==> config.mk <==
export PLATFORM = sky130hd
export DESIGN_NAME = uart_rx_param
export DESIGN_NICKNAME = d
export VERILOG_FILES = /design/src/rtl/uart_rx_param.sv
export SDC_FILE = /design/constraint.sdc
export NUM_CORES = 1
export LEC_CHECK = 0
export BUFFER_PORTS_ARGS = -buffer_cell sky130_fd_sc_hd__buf_2
export CELL_PAD_IN_SITES_DETAIL_PLACEMENT = 1
export CELL_PAD_IN_SITES_GLOBAL_PLACEMENT = 1
export CORE_ASPECT_RATIO = 0.6
export CORE_MARGIN = 4
export CORE_UTILIZATION = 40
export CTS_BUF_LIST = sky130_fd_sc_hd__clkbuf_4 sky130_fd_sc_hd__clkbuf_8
export DETAILED_ROUTE_END_ITERATION = 16
export PLACE_DENSITY_LB_ADDON = 0.1
export SYNTH_ARGS = -nofsm -noshare
export SYNTH_HDL_FRONTEND = slang
export SYNTH_SLANG_ARGS = --single-unit
==> constraint.sdc <==
create_clock -name SYS_CLK -period 5.8 [get_ports SYS_CLK]
set_input_delay 1.16 -clock SYS_CLK [delete_from_list [all_inputs] [get_ports SYS_CLK]]
set_output_delay 1.16 -clock SYS_CLK [all_outputs]
set_load 0.05 [all_outputs]
==> src/rtl/uart_rx_param.sv <==
// uart_rx_param: parametrised UART receiver.
// Frame format (5..8 data bits, none/even/odd parity, 1..2 stop bits) is set
// at elaboration time. The line is double-flop synchronised and every bit is
// decided by a 3-sample majority vote around the bit centre. Received bytes
// are delivered through a valid/ready holding register with parity-error,
// framing-error and overrun reporting.
module uart_rx_param #(
  parameter int CLK_FREQ_HZ = 20_000_000,
  parameter int BAUD        = 256000,
  parameter int DATA_BITS   = 8,
  parameter int PARITY      = 0,
  parameter int STOP_BITS   = 1
) (
  input  logic       SYS_CLK,
  input  logic       RST_N,
  input  logic       Rxd,
  input  logic       rx_ready,
  output logic [7:0] rx_data,
  output logic       rx_valid,
  output logic       rx_parity_err,
  output logic       rx_frame_err,
  output logic       rx_overrun,
  output logic       rx_busy
);

  // Bit timing: BIT_CNT clocks per bit, the vote window sits around HALF.
  localparam int BIT_CNT = CLK_FREQ_HZ / BAUD;
  localparam int HALF    = BIT_CNT / 2;
  localparam int CNT_W   = $clog2(BIT_CNT);

  localparam logic [CNT_W-1:0] CNT_LAST = CNT_W'(BIT_CNT - 1);
  localparam logic [CNT_W-1:0] HALF_M1  = CNT_W'(HALF - 1);
  localparam logic [CNT_W-1:0] HALF_P0  = CNT_W'(HALF);
  localparam logic [CNT_W-1:0] HALF_P1  = CNT_W'(HALF + 1);

  // Last index of the data-bit and stop-bit loops.
  localparam logic [2:0] DATA_LAST = 3'(DATA_BITS - 1);
  localparam logic [2:0] STOP_LAST = 3'(STOP_BITS - 1);

  typedef enum logic [2:0] {
    ST_IDLE,
    ST_START,
    ST_DATA,
    ST_PARITY,
    ST_STOP
  } state_t;

  state_t           state;

  // Synchroniser and edge-detect history.
  logic             sync1;
  logic             sync2;
  logic             rxs_d;
  logic             rxs;

  // Bit timing and the two early vote samples.
  logic [CNT_W-1:0] baud_cnt;
  logic [2:0]       bit_idx;
  logic             samp0;
  logic             samp1;

  // Frame being assembled.
  logic [7:0]       data_q;
  logic             par_err_q;
  logic             frame_err_q;

  // Decoded timing and control events.
  logic             start_edge;
  logic             sample_pt;
  logic             wrap;
  logic             bit_val;
  logic             frame_done;
  logic             done_frame_err;
  logic             accept;

  assign rxs        = sync2;
  assign start_edge = (state == ST_IDLE) && rxs_d && !rxs;
  assign sample_pt  = (baud_cnt == HALF_P1);
  assign wrap       = (baud_cnt == CNT_LAST);

  // Majority of the samples at HALF-1, HALF and the live value at HALF+1.
  assign bit_val    = (samp0 & samp1) | (samp0 & rxs) | (samp1 & rxs);

  // The frame completes at the vote of the last stop bit, not at its end,
  // so a start edge arriving right after the stop bit is not missed.
  assign frame_done     = (state == ST_STOP) && sample_pt && (bit_idx == STOP_LAST);
  assign done_frame_err = frame_err_q | ~bit_val;
  assign accept         = rx_valid & rx_ready;

  assign rx_busy    = (state != ST_IDLE);

  // Two-flop synchroniser plus one history flop for falling-edge detection.
  always_ff @(posedge SYS_CLK or negedge RST_N) begin
    if (!RST_N) begin
      // NOTE: the synchroniser resets to the idle line level (1) so that
      // releasing reset never looks like a falling edge / start bit.
      sync1 <= 1'b1;
      sync2 <= 1'b1;
      rxs_d <= 1'b1;
    end else begin
      // NOTE: non-blocking assignments make all three flops update from
      // their pre-edge values, giving a true shift chain rather than a wire.
      sync1 <= Rxd;
      sync2 <= sync1;
      rxs_d <= sync2;
    end
  end

  // Capture the first two votes of each bit; the third is taken live.
  always_ff @(posedge SYS_CLK or negedge RST_N) begin
    if (!RST_N) begin
      samp0 <= 1'b0;
      samp1 <= 1'b0;
    end else begin
      if (baud_cnt == HALF_M1) samp0 <= rxs;
      if (baud_cnt == HALF_P0) samp1 <= rxs;
    end
  end

  // Receive FSM: bit timing, data assembly, parity and stop-bit checks.
  always_ff @(posedge SYS_CLK or negedge RST_N) begin
    if (!RST_N) begin
      state       <= ST_IDLE;
      baud_cnt    <= '0;
      bit_idx     <= '0;
      data_q      <= '0;
      par_err_q   <= 1'b0;
      frame_err_q <= 1'b0;
    end else begin
      // The bit counter free-runs in every active state; transitions that
      // return to IDLE override it back to zero below.
      if (state != ST_IDLE) begin
        baud_cnt <= wrap ? '0 : baud_cnt + 1'b1;
      end

      case (state)
        ST_IDLE: begin
          if (start_edge) begin
            state       <= ST_START;
            baud_cnt    <= '0;
            bit_idx     <= '0;
            data_q      <= '0;
            par_err_q   <= 1'b0;
            frame_err_q <= 1'b0;
          end
        end

        ST_START: begin
          if (sample_pt && bit_val) begin
            // A low pulse that is high again at the bit centre is a glitch.
            state    <= ST_IDLE;
            baud_cnt <= '0;
          end else if (wrap) begin
            state <= ST_DATA;
          end
        end

        ST_DATA: begin
          // LSB first; unused upper bits stay 0 from the clear at start.
          if (sample_pt) data_q[bit_idx] <= bit_val;
          if (wrap) begin
            if (bit_idx == DATA_LAST) begin
              bit_idx <= '0;
              state   <= (PARITY != 0) ? ST_PARITY : ST_STOP;
            end else begin
              bit_idx <= bit_idx + 1'b1;
            end
          end
        end

        ST_PARITY: begin
          // Even: data^parity must be 0. Odd: data^parity must be 1.
          if (sample_pt) begin
            par_err_q <= (PARITY == 2) ? ~(^data_q ^ bit_val) : (^data_q ^ bit_val);
          end
          if (wrap) state <= ST_STOP;
        end

        ST_STOP: begin
          if (sample_pt && !bit_val) frame_err_q <= 1'b1;
          if (frame_done) begin
            state    <= ST_IDLE;
            baud_cnt <= '0;
            bit_idx  <= '0;
          end else if (wrap) begin
            bit_idx <= bit_idx + 1'b1;
          end
        end

        default: begin
          state    <= ST_IDLE;
          baud_cnt <= '0;
          bit_idx  <= '0;
        end
      endcase
    end
  end

  // Holding register with valid/ready handshake and overrun detection.
  always_ff @(posedge SYS_CLK or negedge RST_N) begin
    if (!RST_N) begin
      rx_data       <= '0;
      rx_valid      <= 1'b0;
      rx_parity_err <= 1'b0;
      rx_frame_err  <= 1'b0;
      rx_overrun    <= 1'b0;
    end else begin
      rx_overrun <= 1'b0;
      if (frame_done && (!rx_valid || accept)) begin
        // Empty register, or the held byte leaves this very cycle.
        rx_data       <= data_q;
        rx_parity_err <= par_err_q;
        rx_frame_err  <= done_frame_err;
        rx_valid      <= 1'b1;
      end else if (frame_done) begin
        // Held byte not taken: drop the new frame and flag it.
        rx_overrun <= 1'b1;
      end else if (accept) begin
        rx_valid <= 1'b0;
      end
    end
  end

endmodule

Word level (Yosys, flattened, before mapping). Index checks and enable logic that the tools add are counted.

Bits in registers: 40. Input bits: 4. Output and inout bits: 13. Logic and storage cells: 114.

Add/sub/neg operators: 2. Magnitude comparators: 2. Eq/ne operators: 20. Mux-type cells: 36. Bitwise logic cells: 10. Reduce and logical (&&, ||, !) cells: 28.

Operator list (count): 3-bit 2-to-1 mux (12); 7-bit 2-to-1 mux (5); 7-bit case mux with 4 select lines (1); 7-bit by 6-bit equality test with 1-bit output, second input constant (3); 8-bit 2-to-1 mux (2); 8-bit case mux with 2 select lines (1); 3-bit case mux with 5 select lines (1); 2-bit inequality test, second input constant (7); 3-bit case mux with 4 select lines (1); 1-bit 2-to-1 mux (9); 3-bit AND reduction (3); 8-bit bitwise mux (1); 1-bit logical AND (8); 2-bit nonzero test (4); 8-bit XOR reduction (1); 7-bit by 1-bit adder with 7-bit output, second input constant (1); 7-bit equality test, second input constant (1); 3-bit by 2-bit equality test with 1-bit output, second input constant (2); 3-bit equality test, second input constant (2); 3-bit zero test (2); 3-bit inequality test, second input constant (2); 6-bit AND reduction (1); 1-bit bitwise AND (4); 3-bit by 4-bit < comparator with 1-bit output, second input constant (1); 15 further kinds (23).

Depth between registers and ports, before layout.
Depth after elaboration: 7. Mapped depth: 8. Mapped depth without buffers: 7.

Least setup slack after synthesis. OpenSTA, ideal clock, no wires.

Path type: register to output. From: register state[1]. To: output rx_busy. Arrival: 1274 ps. Required time: 4640 ps. Slack: 3366 ps. Cell stages (with the launch flop): 4. Path through: dfrtp_1 -> clkbuf_1 -> nor3_1 -> inv_1.

Cells in the longest elaborated chain, start to end: 1.

RTL lines: from (decl) (RTL line 48) `state_t state;`; from (signal assigned) (RTL line 164) `state <= (PARITY != 0) ? ST_PARITY : ST_STOP;`; 3-bit nonzero test (RTL line 90) `assign rx_busy = (state != ST_IDLE);`; to (decl) (RTL line 23) `output logic rx_busy`.

No other way between the ends.

Worst setup path in the final report.
From: register state[2]. To: output rx_busy.

Same word-level chain as after synthesis.

==> out/metrics.cfg <==
[place]
gp_congestion=0.836
portBuffers=16
place_area_um2=2220
hpwlAfterDp_um=3690

[route]
routed_via_density=5.42
vias=1517
drt_iter0_drc=109
route.detailed.drc=0
wl_um=4890
drt-pass1-iter-count=4
wire_per_inst_um=17.5
ant_nets=0

[sta]
hold_viol=0
worst_pin_slew_ps=896
slew_headroom_pct=40.2
max_freq_ghz=0.335
slew_viol_final=0
setup-violations-final=0
rsz0062_at_grt=false
clock_skew_ps=16.9
fin_tns_setup_ps=0
period_minus_slack_ps=2980
finalCritPeriodShare_pct=51.4

[clock_network]
insertion_delay_ps=300
clock-sinks=40
cts_tree=done
clk_path_buf_depth=2
cts_hold_buffers=0
clk_pin_slew_ps=80
cts-root-buf=clkbuf_8
cts_post_setup_buffers_inserted=0
cts-resized-gates=0
cts_buffers=5
cts.htree.levels=2

[setup_path]
cp-start-kind=flop
critical_path_required_ps=4640
worstReg2RegEnd=bit_idx[2]
cp-end-kind=output port
rrSetupSlack_ps=3360
cp_data_arrival_time_ps=1820
critPathSlowestCell=nor3_1
crit_buf_inv=2
criticalPathCategory=flop to output port
worstPathCellList=nor3_1 -> inv_1 -> buf_2
path_max_fanout=12
max_stage_delay_ps=600
r2r_cells=7
rr_startpoint=bit_idx[0]
cp_top_family=simple AND/OR/NAND/NOR gates

[worst_hold_path]
hold_end=rxs
holdCritStartpoint=sync1
worstHoldPathCells=0
min_path_type=flop to flop

[die]
rows=20
die_h_um=64.1
ios=17
initial_core_util_pct=41.4
core-area_um2=5050
die_x_um=101
die-area_um2=6500

[synth]
synthArstFlopShare_pct=100
postSynthCellCount=198
synth_edf_count=0
synth-seq-cells=40
synth_mux_area_share_pct=10.6
yosysWarnings=0
avgSynthCellArea_um2=10.6
synthXorXnorAreaFrac_pct=5.85
synth-simple-area-share_pct=13.9
synthAdderAreaFrac_pct=5.14
synth_cell_types=42
synthesis.nets=209
synth_top_family_by_area=simple AND/OR/NAND/NOR gates
netlist_area_um2=2090
ys_seq_area_share_pct=48.0
synth_compound_area_share_pct=13.3
ys.flop_type=dfrtp_1

[global_route]
grt_pass1_wl_um=8450
grt_max_degree=41
grt_pass1_vias=1574
grt_util_all_layers_pct=16.7
grt.overflow.total=0
antenna_found_initial=0

[layout]
final_cell_mix=37 x dfrtp_1, 20 x nand2_1, 16 x o21ai_0, 16 x buf_2, 15 x nor2_1
drive_gt1_share_pct=19.6
postLayoutCellArea_um2=2340
layout_commonest_cell=dfrtp_1
syn_to_final_growth_pct=11.5
fin_util_pct=46.2
antenna_cells=0
finalNetCount=224

[power_and_ir_drop]
worst_ir_drop_vdd_mv=0.109
p_per_area_nw_per_um2=311
leakagePower_nw=1.12

[job]
drv_cap=0

[run_status]
outcome=completed

==> per-layer routing <==
metal / up-vias / part of all wire (%) / track usage, %
met5: - / 0 / 0
met4: 0 / 0.74 / 3.32
met3: 4 / 5.2 / 4.25
met2: 34 / 40 / 22.9
met1: 753 / 54 / 26.3
li1: 726 / - / -
==> cell type report <==
| cell class | count | area (µm²) |
|---|---|---|
| fillers | 553 | 2720 |
| multi-input cells | 142 | 1020 |
| flip-flops and latches | 40 | 1000 |
| well taps | 66 | 82.6 |
| repair buffers | 16 | 80.1 |
| clock buffers | 5 | 68.8 |
| clock inverters | 3 | 47.5 |
| inverters | 8 | 30.0 |
==> metrics by stage <==
step / total power [mW] / hold WS [ps] / setup WS, ps / cells
5_1_grt: 0.771 / 370 / 2680 / 280
3_5_place_dp: 0.496 / 347 / 3170 / 272
4_1_cts: 0.735 / 362 / 2830 / 280
3_3_place_gp: 0.487 / 350 / 3280 / 272
6_report: 0.727 / 363 / 2820 / 280
2_1_floorplan: 0.449 / 345 / 3370 / 198
==> kinds of logic (layout without fill, tap and decap cells) <==
family,count (synthesis),in the layout
buffers and inverters,16,32
DFF,40,40
AOI/OAI and AO/OA,44,44
xor gates and xnor gates,14,14
muxes,17,17
adders and majority gates,9,9
and+or+nand+nor,58,58
==> worst max-delay path by stage <==
stage / end / depth (start not counted) / startpoint
6_report: rx_busy / 3 / state[2]
5_1_grt: rx_busy / 3 / state[2]
2_1_floorplan: rx_busy / 3 / state[1]
3_3_place_gp: rx_busy / 3 / state[2]
4_1_cts: rx_busy / 3 / state[2]
3_5_place_dp: rx_busy / 3 / state[2]
==> cell usage after synthesis (2+ instances only) <==
| master | number | area share [%] |
|---|---|---|
| and3_1 | 2 | 0.60 |
| maj3_1 | 2 | 0.96 |
| o21ai_0 | 16 | 3.8 |
| nand2_1 | 20 | 3.6 |
| ha_1 | 7 | 4.2 |
| mux2i_1 | 5 | 2.4 |
| a31oi_1 | 6 | 1.8 |
| mux2_4 | 10 | 7.2 |
| o21a_1 | 2 | 0.72 |
| xor2_1 | 4 | 1.7 |
| mux2_2 | 2 | 1.1 |
| nand3_1 | 5 | 1.2 |
| dfstp_2 | 3 | 3.8 |
| clkbuf_1 | 7 | 1.3 |
| inv_1 | 8 | 1.4 |
| nor4_1 | 2 | 0.60 |
| o31ai_1 | 5 | 1.8 |
| nor2_1 | 15 | 2.7 |
| nand2b_1 | 4 | 1.2 |
| xnor2_1 | 10 | 4.2 |
| a21oi_1 | 5 | 1.2 |
| dfrtp_1 | 37 | 44 |
| o41ai_1 | 2 | 0.84 |
==> sequential cells by signal (all words and copies together), names as in the netlist, 3 cells and up <==
| name | cells |
|---|---|
| baud_cnt | 7 |
| bit_idx | 3 |
| data_q | 8 |
| state | 3 |
| rx_data | 8 |
==> power by group <==
part / internal [mW] / leakage [nW] / switching, mW
combinational: 0.0597 / 0.532 / 0.0853
sequential: 0.309 / 0.534 / 0.0383
clock: 0.130 / 0.0583 / 0.105
==> worst reg2reg max path, cell delays in order, from the launching register on <==
cell and delay (ps):
dfrtp_1 530, inv_1 230, ha_1 200, nand2b_1 110, o311ai_0 690, a21oi_1 160
a21o_1 250, mux2i_1 190
Note: power is estimated with default switching activity, not from simulation.
